[src/rtl/seq_pkg.sv]
// Shared encodings and default sizes for the serial pattern transmitter.
// The state codes double as the LED-visible bit pattern on o_bit2..o_bit0.
package seq_pkg;

  localparam int N_DEF  = 8;
  localparam int LW_DEF = 4;

  localparam logic [2:0] ST_IDLE  = 3'b000;
  localparam logic [2:0] ST_LOAD  = 3'b001;
  localparam logic [2:0] ST_SHIFT = 3'b010;
  localparam logic [2:0] ST_DONE  = 3'b011;

endpackage

[src/rtl/dff.sv]
// Single-bit D flip-flop with synchronous, active-high reset to a
// parameterised value.
module dff #(
  parameter logic Default = 1'b0
) (
  input  logic clk,
  input  logic reset,
  input  logic i_d,
  output logic o_q
);

  logic r_q;

  always_ff @(posedge clk) begin
    if (reset) r_q <= Default;
    else       r_q <= i_d;
  end

  assign o_q = r_q;

endmodule

[src/rtl/serial_pattern_gen.sv]
// Latches a 1..N bit pattern on start and shifts it out MSB-first on o_w,
// with optional repeat and abort.
//
// Handshake: there is no back-pressure. o_valid is high exactly in the
// cycles where o_w carries a pattern bit, o_done pulses for one cycle after
// the last bit, and i_start is only honoured while the block is idle.
module serial_pattern_gen
  import seq_pkg::*;
#(
  parameter int N  = N_DEF,
  parameter int LW = LW_DEF
) (
  input  logic          clk,
  input  logic          reset,
  input  logic          i_start,
  input  logic [N-1:0]  i_pattern,
  input  logic [LW-1:0] i_len,
  input  logic          i_repeat,
  input  logic          i_abort,
  output logic          o_w,
  output logic          o_valid,
  output logic          o_busy,
  output logic          o_done,
  output logic          o_bit0,
  output logic          o_bit1,
  output logic          o_bit2
);

  logic [2:0]    w_state;
  logic [2:0]    w_next_c;
  wire  [2:0]    w_state_d;
  logic          w_accept;
  logic [LW-1:0] w_len_sat;
  logic [LW-1:0] w_shamt;

  logic [N-1:0]  r_pat_q;
  logic [LW-1:0] r_len_q;
  logic [N-1:0]  r_sreg;
  logic [LW-1:0] r_cnt;

  assign w_accept  = i_start && (i_len != '0);
  assign w_len_sat = (i_len > LW'(N)) ? LW'(N) : i_len;
  // Left-align the pattern so bit len_q-1 sits at the shift-out position.
  assign w_shamt   = LW'(N) - r_len_q;

  always_comb begin
    w_next_c = ST_IDLE;
    if (!i_abort) begin
      case (w_state)
        ST_IDLE:  w_next_c = w_accept ? ST_LOAD : ST_IDLE;
        ST_LOAD:  w_next_c = ST_SHIFT;
        ST_SHIFT: w_next_c = (r_cnt == LW'(1)) ? ST_DONE : ST_SHIFT;
        ST_DONE:  w_next_c = i_repeat ? ST_LOAD : ST_IDLE;
        default:  w_next_c = ST_IDLE;
      endcase
    end
  end

  assign w_state_d = w_next_c;

  dff #(.Default(1'b0)) u_bit0 (.clk(clk), .reset(reset), .i_d(w_state_d[0]), .o_q(w_state[0]));
  dff #(.Default(1'b0)) u_bit1 (.clk(clk), .reset(reset), .i_d(w_state_d[1]), .o_q(w_state[1]));
  dff #(.Default(1'b0)) u_bit2 (.clk(clk), .reset(reset), .i_d(w_state_d[2]), .o_q(w_state[2]));

  // Abort leaves the datapath stale; outputs stay quiet because they
  // decode from the state alone.
  always_ff @(posedge clk) begin
    if (reset) begin
      r_pat_q <= '0;
      r_len_q <= '0;
      r_sreg  <= '0;
      r_cnt   <= '0;
    end else if (!i_abort) begin
      case (w_state)
        ST_IDLE: begin
          if (w_accept) begin
            r_pat_q <= i_pattern;
            r_len_q <= w_len_sat;
          end
        end
        ST_LOAD: begin
          r_sreg <= r_pat_q << w_shamt;
          r_cnt  <= r_len_q;
        end
        ST_SHIFT: begin
          r_sreg <= r_sreg << 1;
          r_cnt  <= r_cnt - LW'(1);
        end
        default: ;
      endcase
    end
  end

  assign o_valid = (w_state == ST_SHIFT);
  assign o_w     = o_valid & r_sreg[N-1];
  assign o_busy  = (w_state != ST_IDLE);
  assign o_done  = (w_state == ST_DONE);
  assign o_bit0  = w_state[0];
  assign o_bit1  = w_state[1];
  assign o_bit2  = w_state[2];

endmodule

[config.mk]
export PLATFORM = sky130hd
export DESIGN_NAME = serial_pattern_gen
export DESIGN_NICKNAME = d
export VERILOG_FILES = /design/src/rtl/seq_pkg.sv /design/src/rtl/dff.sv /design/src/rtl/serial_pattern_gen.sv
export SDC_FILE = /design/constraint.sdc
export NUM_CORES = 1
export LEC_CHECK = 0
export BUFFER_PORTS_ARGS = -buffer_cell sky130_fd_sc_hd__buf_2
export CAP_MARGIN = 10
export CORE_ASPECT_RATIO = 0.7
export CORE_MARGIN = 8
export CORE_UTILIZATION = 40
export CTS_CLUSTER_DIAMETER = 80
export DETAILED_ROUTE_END_ITERATION = 12
export PLACE_DENSITY = 0.71
export SLEW_MARGIN = 20
export SYNTH_ARGS = -nofsm -noshare
export SYNTH_HDL_FRONTEND = slang
export SYNTH_SLANG_ARGS = --single-unit
[constraint.sdc]
create_clock -name clk -period 2.6 [get_ports clk]
set_clock_uncertainty 0.15 [all_clocks]
set_input_delay 0.65 -clock clk [delete_from_list [all_inputs] [get_ports clk]]
set_output_delay 0.65 -clock clk [all_outputs]
set_load 0.02 [all_outputs]
Yosys cells after proc, flatten, opt, wreduce, memory -nomap -nowiden. Cells that the tools add are included.

Word-level logic and storage cells: 32. Output and inout port bits: 7. Input port bits: 17. Register bits: 27.

Shifts and indexed selects: 1. Order comparisons: 1. Bitwise gates (word level): 2. Equal/unequal tests: 4. Muxes and demuxes: 7. Reduce and logical (&&, ||, !) cells: 8. Add/sub/neg operators: 2.

Operators by type and width (count): 8-bit one-hot mux with 2 select lines (1); 2-bit one-hot mux with 4 select lines (1); 4-bit one-hot mux with 2 select lines (1); 8-bit by 4-bit left shift with 8-bit output (1); 3-bit by 2-bit == test with 1-bit output (second input constant) (2); 4-bit by 1-bit == test with 1-bit output (second input constant) (1); 4-bit greater-than comparator (second input constant) (1); 4-bit 2-to-1 mux (1); 4-bit nonzero test (1); 4-bit by 1-bit subtractor with 4-bit output (second input constant) (1); 4-bit subtractor (first input constant) (1); 3-bit by 1-bit == test with 1-bit output (second input constant) (1); 3-bit zero test (1); 1-bit 2-to-1 mux (3); 3-bit AND reduction (1); 3-bit nonzero test (1); 2-bit AND reduction (1); 2-bit nonzero test (1); 2-bit OR reduction (1); 1-bit bitwise AND (1); 1-bit logical AND (1); 1-bit NOT (1).

Longest topological paths before layout.
Depth after elaboration: 4. Depth in mapped cells: 8. Depth with buffers taken out: 6.

Hierarchy. Synthesis repeated with hierarchy kept, for this count alone.

Cell total of the unflattened synthesis: 168. Area total of the unflattened synthesis: 1532.7 um2.

By module, submodules not included: serial_pattern_gen (instances 1, area each 1431.4 um2, seq. area each 480.5 um2, cells each 162); dff (instances 3, area each 33.8 um2, seq. area each 20.0 um2, cells each 2).

Least setup slack after synthesis. No wires, ideal clock.

Path type: register -> output. From: register u_bit1.r_q (netlist: u_bit1.o_q). To: output port o_w. Path buffers: 2. Arrival: 1.617 ns. Cell stages (with the launch flop): 5. Required time: 1.800 ns. Path slack: 0.183 ns. Cells stage by stage: dfxtp_1 ha_1 clkbuf_1 clkbuf_1 and2_1.

Word-level cells in the longest chain between the ends: 2.

RTL lines: start, declared (line dff.sv:12) `logic r_q;`; start signal, assigned (line dff.sv:15) `if (reset) r_q <= Default;`; start signal, assigned (line dff.sv:16) `else r_q <= i_d;`; 3-bit by 2-bit == test with 1-bit output (line serial_pattern_gen.sv:94) `assign o_valid = (w_state == ST_SHIFT);`; named net o_valid (line serial_pattern_gen.sv:21) `output logic o_valid,`; 1-bit bitwise AND (line serial_pattern_gen.sv:95) `assign o_w = o_valid & r_sreg[N-1];`; end, declared (line serial_pattern_gen.sv:20) `output logic o_w,`.

The timed path passes the listed nets, and every way through them passes these cells.

Worst setup path after layout.
From: register r_len_q[1]. To: register r_sreg[6].

Word-level cells in the longest chain between the ends: 3.

RTL lines: start, declared (line serial_pattern_gen.sv:37) `logic [LW-1:0] r_len_q;`; start signal, assigned (line serial_pattern_gen.sv:78) `r_len_q <= w_len_sat;`; 4-bit subtractor (line serial_pattern_gen.sv:44) `assign w_shamt = LW'(N) - r_len_q;`; 8-bit by 4-bit left shift with 8-bit output (line serial_pattern_gen.sv:82) `r_sreg <= r_pat_q << w_shamt;`; 8-bit one-hot mux with 2 select lines (line serial_pattern_gen.sv:74) `case (w_state)`; end signal, assigned (line serial_pattern_gen.sv:82); end signal, assigned (line serial_pattern_gen.sv:86) `r_sreg <= r_sreg << 1;`; end, declared (line serial_pattern_gen.sv:38) `logic [N-1:0] r_sreg;`.

Every way passes these cells. A chain may end at the register's enable or synchronous reset.

==> out/results.ini <==
[sta]
fin_crit_sh_pct=89.7
hold_viol_final=0
setup_tns_ns=0
hold_ws_ns=0.343
fmax_ghz=0.429
tightest_slew_ns=0.700
maxSlewHeadroom_pct=53.3
finalSetupViolCount=0
fin_crit_ns=2.33
rsz0062_at_grt=no
final_max_slew_viol_count=0

[die]
start_util_pct=42.2
coreArea_um2=3580
die_y_um=67.5
die_width_um=89.5
row_count=18
die_area_um2=6040
pin_count=24

[drt]
ant_nets=0
routed_wirelength_mm=3.23
routed_via_density=5.31
route.detailed.drc=0
drtIter0Drc=54
num_vias=1285
wl_per_cell_um=13.3
drt-pass1-iter-count=4

[place]
place.gp.congestion=0.835
dpl.hpwl_mm=2.44
port_buffers=22

[global_route]
grt_pass1_wl_mm=5.61
antenna_found_initial=0
grt_max_degree=24
first_global_vias=1209
track_usage_pct=11.6
grt_overflow=0

[clocking]
insertion_delay_ns=0.27
cts_setup_buffers=0
ctsRootBufferMaster=clkbuf_8
h-tree-depth=1
cts_tree=built
cts_resized=0
holdBufCountCts=0
numCtsBuffers=3
clkSinkCount=26
clkTransAtPathRegs_ns=0.09
clockBufferDepth=2

[worst_hold_path]
hold_path.class=reg2reg
min_from=r_cnt[3]

[yosys]
synth_seq_cells=26
ys.flop_type=dfxtp_1
netlist_instances=175
synth_nets=199
synth-edff-count=0
synth_common_cells=26 x dfxtp_1, 18 x mux2i_1, 17 x nor2_1
synthArstFlopShare_pct=0
synth_top_cell_by_area=dfxtp_1
avgSynthCellArea_um2=8.64
yosysMostFrequentCell=dfxtp_1
syn_area_um2=1510
synth_seq_area_share_pct=34.4
synth_warnings=0
synthTopCellsByArea=dfxtp_1 34%, mux2i_1 12%, ha_1 5.8%, a21oi_1 5.0%, mux4_2 4.5%
yosysTopAreaCellShare_pct=34.4
ys_types=38

[layout]
fin_nets=218
diodes=0
drive_gt1_share_pct=16.7
syn_to_final_growth_pct=10.8

[setup_path]
start_kind=register
arrival_ns=2.39
critPathCaptureType=register
criticalPathCategory=reg2reg
startpoint=r_len_q[1]
r2r_start=r_len_q[1]
required_ns=2.65
cp_max_fo=11

[power_and_ir_drop]
ir_drop_uv=292
powerDensity_nw_per_um2=457
p_leak_nw=0.659

[flow_run]
drv_cap=0

[run_status]
outcome=complete, no violations

==> worst paths after layout <==
path / to / slack, ns / cells past startpoint
worst max-delay path: r_sreg[6] / 0.27 / 6
worst min-delay path: r_cnt[3] / 0.34 / 2
worst max register to register: r_sreg[6] / 0.27 / 6
worst min register to register: r_cnt[3] / 0.34 / 2
==> cell type report <==
class	instances	area (um^2)
repair buffers	25	133
flip-flops and latches	26	520
clock buffers	3	41.3
well taps	50	62.6
inverters	10	37.5
fillers	382	1910
multi-input cells	128	881
==> layer usage <==
| layer | GRT usage [%] | part of all wire (%) |
|---|---|---|
| met1 | 16.4 | 52 |
| met2 | 17.6 | 41 |
| met3 | 3.39 | 7.1 |
| met4 | 1.44 | 0.31 |
| met5 | 0 | 0 |
==> cell families after synthesis <==
group | after synthesis | synth area share (%)
AND/OR/NAND/NOR | 61 | 20.6
flip-flops | 26 | 34.4
other | 1 | 0.248
AO/OA/AOI/OAI | 36 | 13.9
multiplexers | 22 | 17.1
adder cells (fa/ha/maj) | 7 | 5.79
buffers and inverters | 21 | 7.36
XOR/XNOR | 1 | 0.579
==> registers in the layout, summed over array words and instances, names as in the netlist <==
| register | cells |
|---|---|
| r_cnt | 4 |
| r_len_q | 4 |
| r_pat_q | 8 |
| r_sreg | 8 |
| u_bit0.o_q | 1 |
| u_bit1.o_q | 1 |
==> placed cells by master, fill, tap and decap left out, types with 2 or more instances in the layout <==
master and n:
nand3_1 4, and3_1 5, clkbuf_8 3, mux4_2 3, o21ai_1 2, nand2b_1 4
a21oi_1 15, dfxtp_1 26, nor2b_1 5, ha_1 7, buf_4 3, buf_2 22
nor4_1 3, inv_1 10, nand2_1 11, o21ai_0 7, nor2_1 17, o22ai_1 5
o31a_1 2, nor3_1 4, mux2i_1 18, and2_1 2
==> power breakdown <==
| group | total (mW) | internal [mW] | switching [mW] |
|---|---|---|---|
| Combinational | 0.116 | 0.0517 | 0.0644 |
| Sequential | 0.422 | 0.410 | 0.0119 |
| Clock | 0.227 | 0.104 | 0.123 |
==> metrics by stage <==
stage	instance area (um^2)	worst slack, ns	power [mW]	std cells	utilization (%)
2_1_floorplan	1510	0.183	0.520	175	-
3_3_place_gp	1630	0.331	0.545	239	45.6
3_5_place_dp	1630	0.282	0.547	239	45.6
4_1_cts	1680	0.286	0.775	242	46.8
5_1_grt	1680	0.0660	0.806	242	46.8
6_report	1680	0.268	0.766	242	46.8
==> worst max-delay path, cell delays in order (launching register included) <==
cell,delay (ns)
dfxtp_1,0.46
inv_1,0.08
ha_1,0.55
mux2i_1,0.22
mux4_2,0.49
nand2b_1,0.17
a21oi_1,0.15
(Power assumes the default switching activity.)
